<file path="config.mk">
export PLATFORM = sky130hd
export DESIGN_NAME = counter_sweep_ctrl
export DESIGN_NICKNAME = d
export VERILOG_FILES = /design/src/rtl/sweep_pkg.sv /design/src/rtl/counter_sweep_ctrl.sv
export SDC_FILE = /design/constraint.sdc
export NUM_CORES = 1
export LEC_CHECK = 0
export CAP_MARGIN = 0
export CORE_UTILIZATION = 53
export CTS_CLUSTER_SIZE = 40
export DETAILED_ROUTE_END_ITERATION = 7
export PLACE_DENSITY = 0.91
export REMOVE_ABC_BUFFERS = 1
export SYNTH_ARGS = -nofsm -noshare
export SYNTH_HDL_FRONTEND = slang
export SYNTH_SLANG_ARGS = --single-unit
</file>
<file path="constraint.sdc">
create_clock -name clk -period 4.9 [get_ports clk]
set_input_delay 1.225 -clock clk [delete_from_list [all_inputs] [get_ports clk]]
set_output_delay 1.225 -clock clk [all_outputs]
set_load 0.005 [all_outputs]
</file>
<file path="src/rtl/sweep_pkg.sv">
// Shared types and default widths for the counter sweep sequencer.
package sweep_pkg;
   localparam int CNT_W_DEF = 8;
   localparam int SWP_W_DEF = 8;

   typedef enum logic [1:0] {
      MODE_UP     = 2'd0,
      MODE_DOWN   = 2'd1,
      MODE_BOUNCE = 2'd2
   } mode_e;

   typedef enum logic [1:0] {
      ST_IDLE = 2'd0,
      ST_LOAD = 2'd1,
      ST_RUN  = 2'd2,
      ST_DONE = 2'd3
   } state_e;
endpackage

</file>
<file path="src/rtl/counter_sweep_ctrl.sv">
// Sweep sequencer: takes a (lo, hi, mode, sweeps) config, loads an external
// up/down counter and steers it between the bounds until the sweep count is
// exhausted or the run is aborted. RUN-state counter controls are combinational
// so endpoints are handled without a dwell cycle.
module counter_sweep_ctrl
   import sweep_pkg::*;
#(
   parameter int CNT_W = CNT_W_DEF,
   parameter int SWP_W = SWP_W_DEF
) (
   input  logic             clk,
   input  logic             rst,
   input  logic             cfg_valid,
   output logic             cfg_ready,
   input  logic [CNT_W-1:0] cfg_lo,
   input  logic [CNT_W-1:0] cfg_hi,
   input  logic [1:0]       cfg_mode,
   input  logic [SWP_W-1:0] cfg_sweeps,
   input  logic             hold,
   input  logic             abort,
   input  logic [CNT_W-1:0] cnt_value,
   output logic             cnt_ld_en,
   output logic [CNT_W-1:0] cnt_datain,
   output logic             cnt_en,
   output logic             cnt_updwn,
   output logic             busy,
   output logic             done,
   output logic             aborted,
   output logic             err
);

   state_e           state_q, state_d;
   logic [CNT_W-1:0] lo_q, hi_q;
   logic [1:0]       mode_q;
   logic [SWP_W-1:0] rem_q, rem_d;
   logic             dir_q, dir_d;
   logic             abt_q, abt_d;
   logic             err_q, err_d;
   logic             accept, bad, endpoint;

   assign cfg_ready = (state_q == ST_IDLE);
   assign busy      = (state_q != ST_IDLE);
   assign done      = (state_q == ST_DONE);
   assign aborted   = done & abt_q;
   assign err       = err_q;

   // Next-state, sweep bookkeeping and counter controls
   always_comb begin
      state_d    = state_q;
      rem_d      = rem_q;
      dir_d      = dir_q;
      abt_d      = abt_q;
      err_d      = 1'b0;
      cnt_ld_en  = 1'b0;
      cnt_en     = 1'b0;
      cnt_updwn  = dir_q;
      cnt_datain = '0;
      accept     = 1'b0;
      bad        = (cfg_lo > cfg_hi) || (cfg_sweeps == '0) || (cfg_mode == 2'd3);
      endpoint   = dir_q ? (cnt_value == hi_q) : (cnt_value == lo_q);
      case (state_q)
         ST_IDLE: begin
            accept = cfg_valid;
            if (accept) begin
               rem_d = cfg_sweeps;
               abt_d = 1'b0;
               err_d = bad;
               if (!bad) state_d = ST_LOAD;
            end
         end
         ST_LOAD: begin
            dir_d      = (mode_q != MODE_DOWN);
            cnt_datain = (mode_q == MODE_DOWN) ? hi_q : lo_q;
            if (abort) begin
               abt_d   = 1'b1;
               state_d = ST_DONE;
            end else begin
               cnt_ld_en = 1'b1;
               state_d   = ST_RUN;
            end
         end
         ST_RUN: begin
            if (abort) begin
               abt_d   = 1'b1;
               state_d = ST_DONE;
            end else if (!hold) begin
               if (!endpoint) begin
                  cnt_en = 1'b1;
               end else begin
                  rem_d = rem_q - 1'b1;
                  if (rem_q == SWP_W'(1)) begin
                     state_d = ST_DONE;
                  end else if (lo_q != hi_q) begin
                     // degenerate lo==hi range stays in RUN: one sweep per cycle
                     if (mode_q == MODE_BOUNCE) begin
                        dir_d     = !dir_q;
                        cnt_en    = 1'b1;
                        cnt_updwn = !dir_q;
                     end else begin
                        state_d = ST_LOAD;
                     end
                  end
               end
            end
         end
         ST_DONE: state_d = ST_IDLE;
         default: state_d = ST_IDLE;
      endcase
   end

   // State, config latch and run bookkeeping registers
   always_ff @(posedge clk) begin
      if (rst) begin
         state_q <= ST_IDLE;
         lo_q    <= '0;
         hi_q    <= '0;
         mode_q  <= 2'd0;
         rem_q   <= '0;
         dir_q   <= 1'b1;
         abt_q   <= 1'b0;
         err_q   <= 1'b0;
      end else begin
         state_q <= state_d;
         rem_q   <= rem_d;
         dir_q   <= dir_d;
         abt_q   <= abt_d;
         err_q   <= err_d;
         if (accept) begin
            lo_q   <= cfg_lo;
            hi_q   <= cfg_hi;
            mode_q <= cfg_mode;
         end
      end
   end

endmodule
</file>
# Yosys cells after proc, flatten, opt, wreduce, memory -nomap -nowiden
# Cells that the tools add are included.
[word_totals]
reg_bits = 31
input_bits = 39
output_inout_bits = 16
wordCells = 87
[op_classes]
addsub = 1
n_lt_le_gt_ge = 1
n_eq_ne = 21
muxes = 39
bitwise = 3
n_reduce_logical = 14
[ops]
columns = ["cell", "count"]
rows = [
  ["two-way mux 8 bit", 6],
  ["two-way mux 1 bit", 21],
  ["equality test 8 bit", 2],
  ["two-way mux 2 bit", 8],
  ["one-hot mux 8 bit (2 select lines)", 1],
  ["inequality test 2 bit, second input constant", 5],
  ["equality test 2 bit, second input constant", 4],
  ["equality test 8 x 1 -> 1 bit, second input constant", 1],
  ["> comparator 8 bit", 1],
  ["logical NOT 8 bit", 1],
  ["inequality test 4 bit, second input constant", 2],
  ["inequality test 8 bit", 1],
  ["one-hot mux 2 bit (4 select lines)", 1],
  ["nonzero test 2 bit", 4],
  ["subtractor 8 x 1 -> 8 bit, second input constant", 1],
  ["inequality test 3 bit, second input constant", 2],
  ["AND reduction 6 bit", 1],
  ["AND reduction 5 bit", 1],
  ["equality test 2 x 1 -> 1 bit, second input constant", 2],
  ["inequality test 2 x 1 -> 1 bit, second input constant", 2],
  ["one-hot mux 1 bit (2 select lines)", 2],
  ["AND reduction 3 bit", 1],
  ["OR reduction 3 bit", 1],
  ["logical NOT 2 bit", 1],
  ["other kinds (5)", 7],
]

# Depth between registers and ports, before layout
[logic_depth]
ltp_word = 8
depth_mapped = 9
ltp_nobuf = 9

# Least setup slack after synthesis
# Ideal clock, no wire load.
[synth_timing]
kind = "input to output"
start = "input port cnt_value[6]"
end = "output port cnt_updwn"
arrival_time_ns = 2.298
required_time_ns = 3.675
setup_slack_ns = 1.377
path_stages = 6
n_path_buf = 0
cell_sequence = "xnor2_1 nor4_4 nand3_2 nor2_1 nand2_1 xnor2_1"
[synth_via]
elab_chain_len = 6
elab_cells_between_ends = 7
cone_classes = "2 x eq/ne; 5 x mux"
[synth_lines]
columns = ["item", "line_no", "rtl"]
rows = [
  ["start, declared", "counter_sweep_ctrl.sv:21", "input logic [CNT_W-1:0] cnt_value,"],
  ["equality test 8 bit", "counter_sweep_ctrl.sv:60", "endpoint = dir_q ? (cnt_value == hi_q) : (cnt_value == lo_q);"],
  ["two-way mux 1 bit (*)", "counter_sweep_ctrl.sv:60", ""],
  ["two-way mux 1 bit (*)", "counter_sweep_ctrl.sv:87", "if (!endpoint) begin"],
  ["two-way mux 1 bit (*)", "counter_sweep_ctrl.sv:86", "end else if (!hold) begin"],
  ["two-way mux 1 bit (*)", "-", ""],
  ["two-way mux 1 bit (*)", "counter_sweep_ctrl.sv:61", "case (state_q)"],
  ["end, declared", "counter_sweep_ctrl.sv:25", "output logic cnt_updwn,"],
]
# Every way passes the cells marked *; elsewhere a longest branch is shown, timed or not.

# Worst setup path after layout
# Ends and elaborated chain as after synthesis.

==> impl_metrics.py <==
metrics = {
    "global_routing": {
        "grt_antenna_before_repair": 0,
        "global_route.usage.total": 0.292,
        "vias_in_the_first_global_route": 2134,
        "grt_max_degree": 22,
        "grt_pass1_wl_um": 9540,
        "total_global_routing_overflow": 0,
    },
    "routing": {
        "drt.antenna.violating_nets": 0,
        "routed_wl_um": 5620,
        "drt_pass1_iterations": 4,
        "route.detailed.drc": 0,
        "detail_route.iter0.violations": 187,
        "routedWlPerCell_um": 14.9,
        "routed-via-count": 2172,
        "vias_per_cell": 5.75,
    },
    "sta": {
        "setup_viol": 0,
        "maxSlewHeadroom": 0.478,
        "maxSlewViolCount": 0,
        "period_minus_slack_ps": 4630,
        "tightest_slew_ps": 781,
        "final.setup_skew_ps": 10.7,
        "finalCritPeriodShare": 0.946,
        "hold_viol_final": 0,
        "setup-tns-final_ps": 0,
        "maxClockFrequency_ghz": 0.216,
        "setup_repair_after_global_routing_missed_its_margin": "no",
    },
    "layout": {
        "insertedDiodeCount": 0,
        "fin_util": 0.749,
        "layout-drive-gt1-share": 0.0455,
        "layout.cells.most_common": "sky130_fd_sc_hd__nand2_1",
        "layout_common_cells": "sky130_fd_sc_hd__nand2_1 (59), sky130_fd_sc_hd__clkdlybuf4s50_1 (54), sky130_fd_sc_hd__a21oi_1 (32)",
        "sequential_cell_area_um2": 621,
        "multi_input_area_um2": 1410,
        "area_growth_syn_to_layout_pct": 31.8,
        "final_area_um2": 2820,
        "final.fill_count": 286,
        "final_nets": 382,
    },
    "pwr": {
        "power.share.switching": 0.386,
        "leakage_nw": 1.12,
        "sequential_fraction_of_design_power": 0.330,
        "design_power_total_w": 0.00115,
        "internal-power_w": 0.000704,
        "irDropWorstVdd_mv": 0.220,
        "cellPowerDensity_nw_per_um2": 407,
        "p_comb_frac": 0.438,
        "power.switching_w": 0.000443,
        "pwr-share-clk": 0.231,
    },
    "worst_setup_path": {
        "setup.worst_path.start_class": "input pin",
        "crit_fanout": 6,
        "rr_worst_depth": 7,
        "cp-end-kind": "output port",
        "timing.reg2reg.setup_slack_ps": 2270,
        "regToRegEndpoint": "rem_q[5]",
        "r2r_start": "dir_q",
        "cp_data_arrival_time_ps": 3410,
        "critPathRequiredTime_ps": 3670,
        "criticalPathCategory": "input pin to output port",
    },
    "synth": {
        "ys_ff_latch": 31,
        "synthesis.area_per_instance_um2": 7.71,
        "synthesis.yosys.warnings": 0,
        "count_of_flip_flops_with_a_built_in_enable_after_synthesis": 0,
        "synth_async_sr_flop_share": 0,
        "syn-instance-count": 278,
        "synth_area_um2": 2140,
        "synthFlopType": "sky130_fd_sc_hd__dfxtp_1",
        "post_synth_num_cell_types": 42,
        "synth-seq-area-share": 0.290,
    },
    "die": {
        "die-area_um2": 4300,
        "die_x_um": 65.6,
        "die_h_um": 65.6,
        "floorplan.initialDensity": 0.568,
        "pin_count": 55,
        "placement_rows": 22,
        "core_area_um2": 3770,
    },
    "clock_tree": {
        "cts_sink_count": 31,
        "clock_tree.root_cell": "sky130_fd_sc_hd__clkbuf_8",
        "cts_hold_buf": 0,
        "cts_tree": "yes",
        "clock_latency_ps": 290,
        "post-cts-setup-buffer-count": 0,
        "post_cts_resize_count": 0,
        "cts_buffer_depth": 2,
        "ctsHtreeMaxLevel": 2,
        "cts-buffers-inserted": 5,
        "clk_pin_slew_worst_paths_ps": 60,
    },
    "placed_design": {
        "io_buffers": 54,
        "dpl.hpwl_um": 4100,
        "place.gp.congestion": 0.856,
        "post_dp_cell_area_um2": 2710,
    },
    "flow_run": {
        "max-cap-violations": 0,
    },
    "worst_hold_path": {
        "hold-path-cell-count": 2,
        "hold_path_end": "rem_q[6]",
        "holdCritPathClass": "flop to flop",
        "hold_startpoint": "rem_q[6]",
    },
    "run_status": {
        "status": "finished, final reports clean",
    },
}
-- metrics by stage --
stage	std cells	hold slack (ps)	worst slack [ps]
after CTS	378	461	271
final	378	460	267
after detailed placement	370	452	282
after global placement	370	444	354
after floorplan	266	430	1380
after global routing	378	496	155
-- area by class of cell --
class | count | share of cell area
Inverter | 16 | 0.0213
Tap cell | 48 | 0.0213
Sequential cell | 31 | 0.220
Timing Repair Buffer | 56 | 0.197
Multi-Input combinational cell | 219 | 0.499
Clock buffer | 6 | 0.0293
Clock inverter | 2 | 0.0124
-- how the worst max path moves through the flow --
stage                            start         to  slack (ps)  cells after the start
after floorplan           cnt_value[6]  cnt_updwn        1380                      6
after global placement    cnt_value[6]  cnt_updwn         350                      8
after detailed placement  cnt_value[3]  cnt_updwn         280                      8
after CTS                 cnt_value[3]  cnt_updwn         270                      8
after global routing      cnt_value[3]  cnt_updwn         150                      8
final                     cnt_value[6]  cnt_updwn         270                      8
-- state kept, by name (all words and copies together) (netlist names) --
register / cells
state_q: 2
mode_q: 2
dir_q: 1
hi_q: 8
abt_q: 1
err: 1
rem_q: 8
lo_q: 8
-- worst max-delay path, cell delays in order --
cell and delay (ps):
sky130_fd_sc_hd__clkdlybuf4s50_1 430, sky130_fd_sc_hd__xnor2_1 170, sky130_fd_sc_hd__nor4_4 420, sky130_fd_sc_hd__nand3_2 200, sky130_fd_sc_hd__nor2_1 210, sky130_fd_sc_hd__nand2_1 90
sky130_fd_sc_hd__xnor2_1 150, sky130_fd_sc_hd__clkdlybuf4s50_1 510
-- power by group through the flow --
stage	sequential (W)	combinational [W]	clock, W
after floorplan	0.000364	0.000327	0
after global placement	0.000379	0.000482	0
after detailed placement	0.000382	0.000493	0
after CTS	0.000377	0.000498	0.000264
after global routing	0.000388	0.000553	0.000276
final	0.000379	0.000503	0.000265
-- cell usage after synthesis, types with 3 or more instances --
cell type | n | area (um2)
sky130_fd_sc_hd__nand2b_1 | 4 | 25.0
sky130_fd_sc_hd__or3_1 | 3 | 18.8
sky130_fd_sc_hd__nor2_1 | 5 | 18.8
sky130_fd_sc_hd__o21ai_1 | 6 | 30.0
sky130_fd_sc_hd__ha_1 | 14 | 175
sky130_fd_sc_hd__nand2_1 | 59 | 221
sky130_fd_sc_hd__mux2i_1 | 11 | 110
sky130_fd_sc_hd__a21boi_0 | 8 | 60.1
sky130_fd_sc_hd__o211ai_1 | 4 | 30.0
sky130_fd_sc_hd__xnor2_1 | 9 | 78.8
sky130_fd_sc_hd__nor4_1 | 9 | 56.3
sky130_fd_sc_hd__nor3_1 | 7 | 35.0
sky130_fd_sc_hd__clkbuf_1 | 9 | 33.8
sky130_fd_sc_hd__nor2b_1 | 8 | 50.1
sky130_fd_sc_hd__a21oi_1 | 32 | 160
sky130_fd_sc_hd__inv_1 | 16 | 60.1
sky130_fd_sc_hd__xor2_1 | 8 | 70.1
sky130_fd_sc_hd__dfxtp_1 | 31 | 621
sky130_fd_sc_hd__nand4_1 | 3 | 18.8
sky130_fd_sc_hd__o22ai_1 | 3 | 18.8
-- logic make-up (layout without fill, tap and decap cells) --
group | Yosys count | count (layout) | share of synthesized area
AO/OA/AOI/OAI | 69 | 69 | 0.201
adder cells (fa/ha/maj) | 14 | 14 | 0.0818
flip-flops | 31 | 31 | 0.290
multiplexers | 11 | 11 | 0.0514
buffers and inverters | 28 | 80 | 0.0526
AND/OR/NAND/NOR | 108 | 108 | 0.254
XOR/XNOR | 17 | 17 | 0.0695
-- per-layer routing --
layer,part of all wire,routed length (um),track usage
met5,0,0,0
met4,0.023,131,0.125
met3,0.069,389,0.0590
met2,0.48,2690,0.485
met1,0.43,2410,0.365
(Power assumes the default switching activity.)
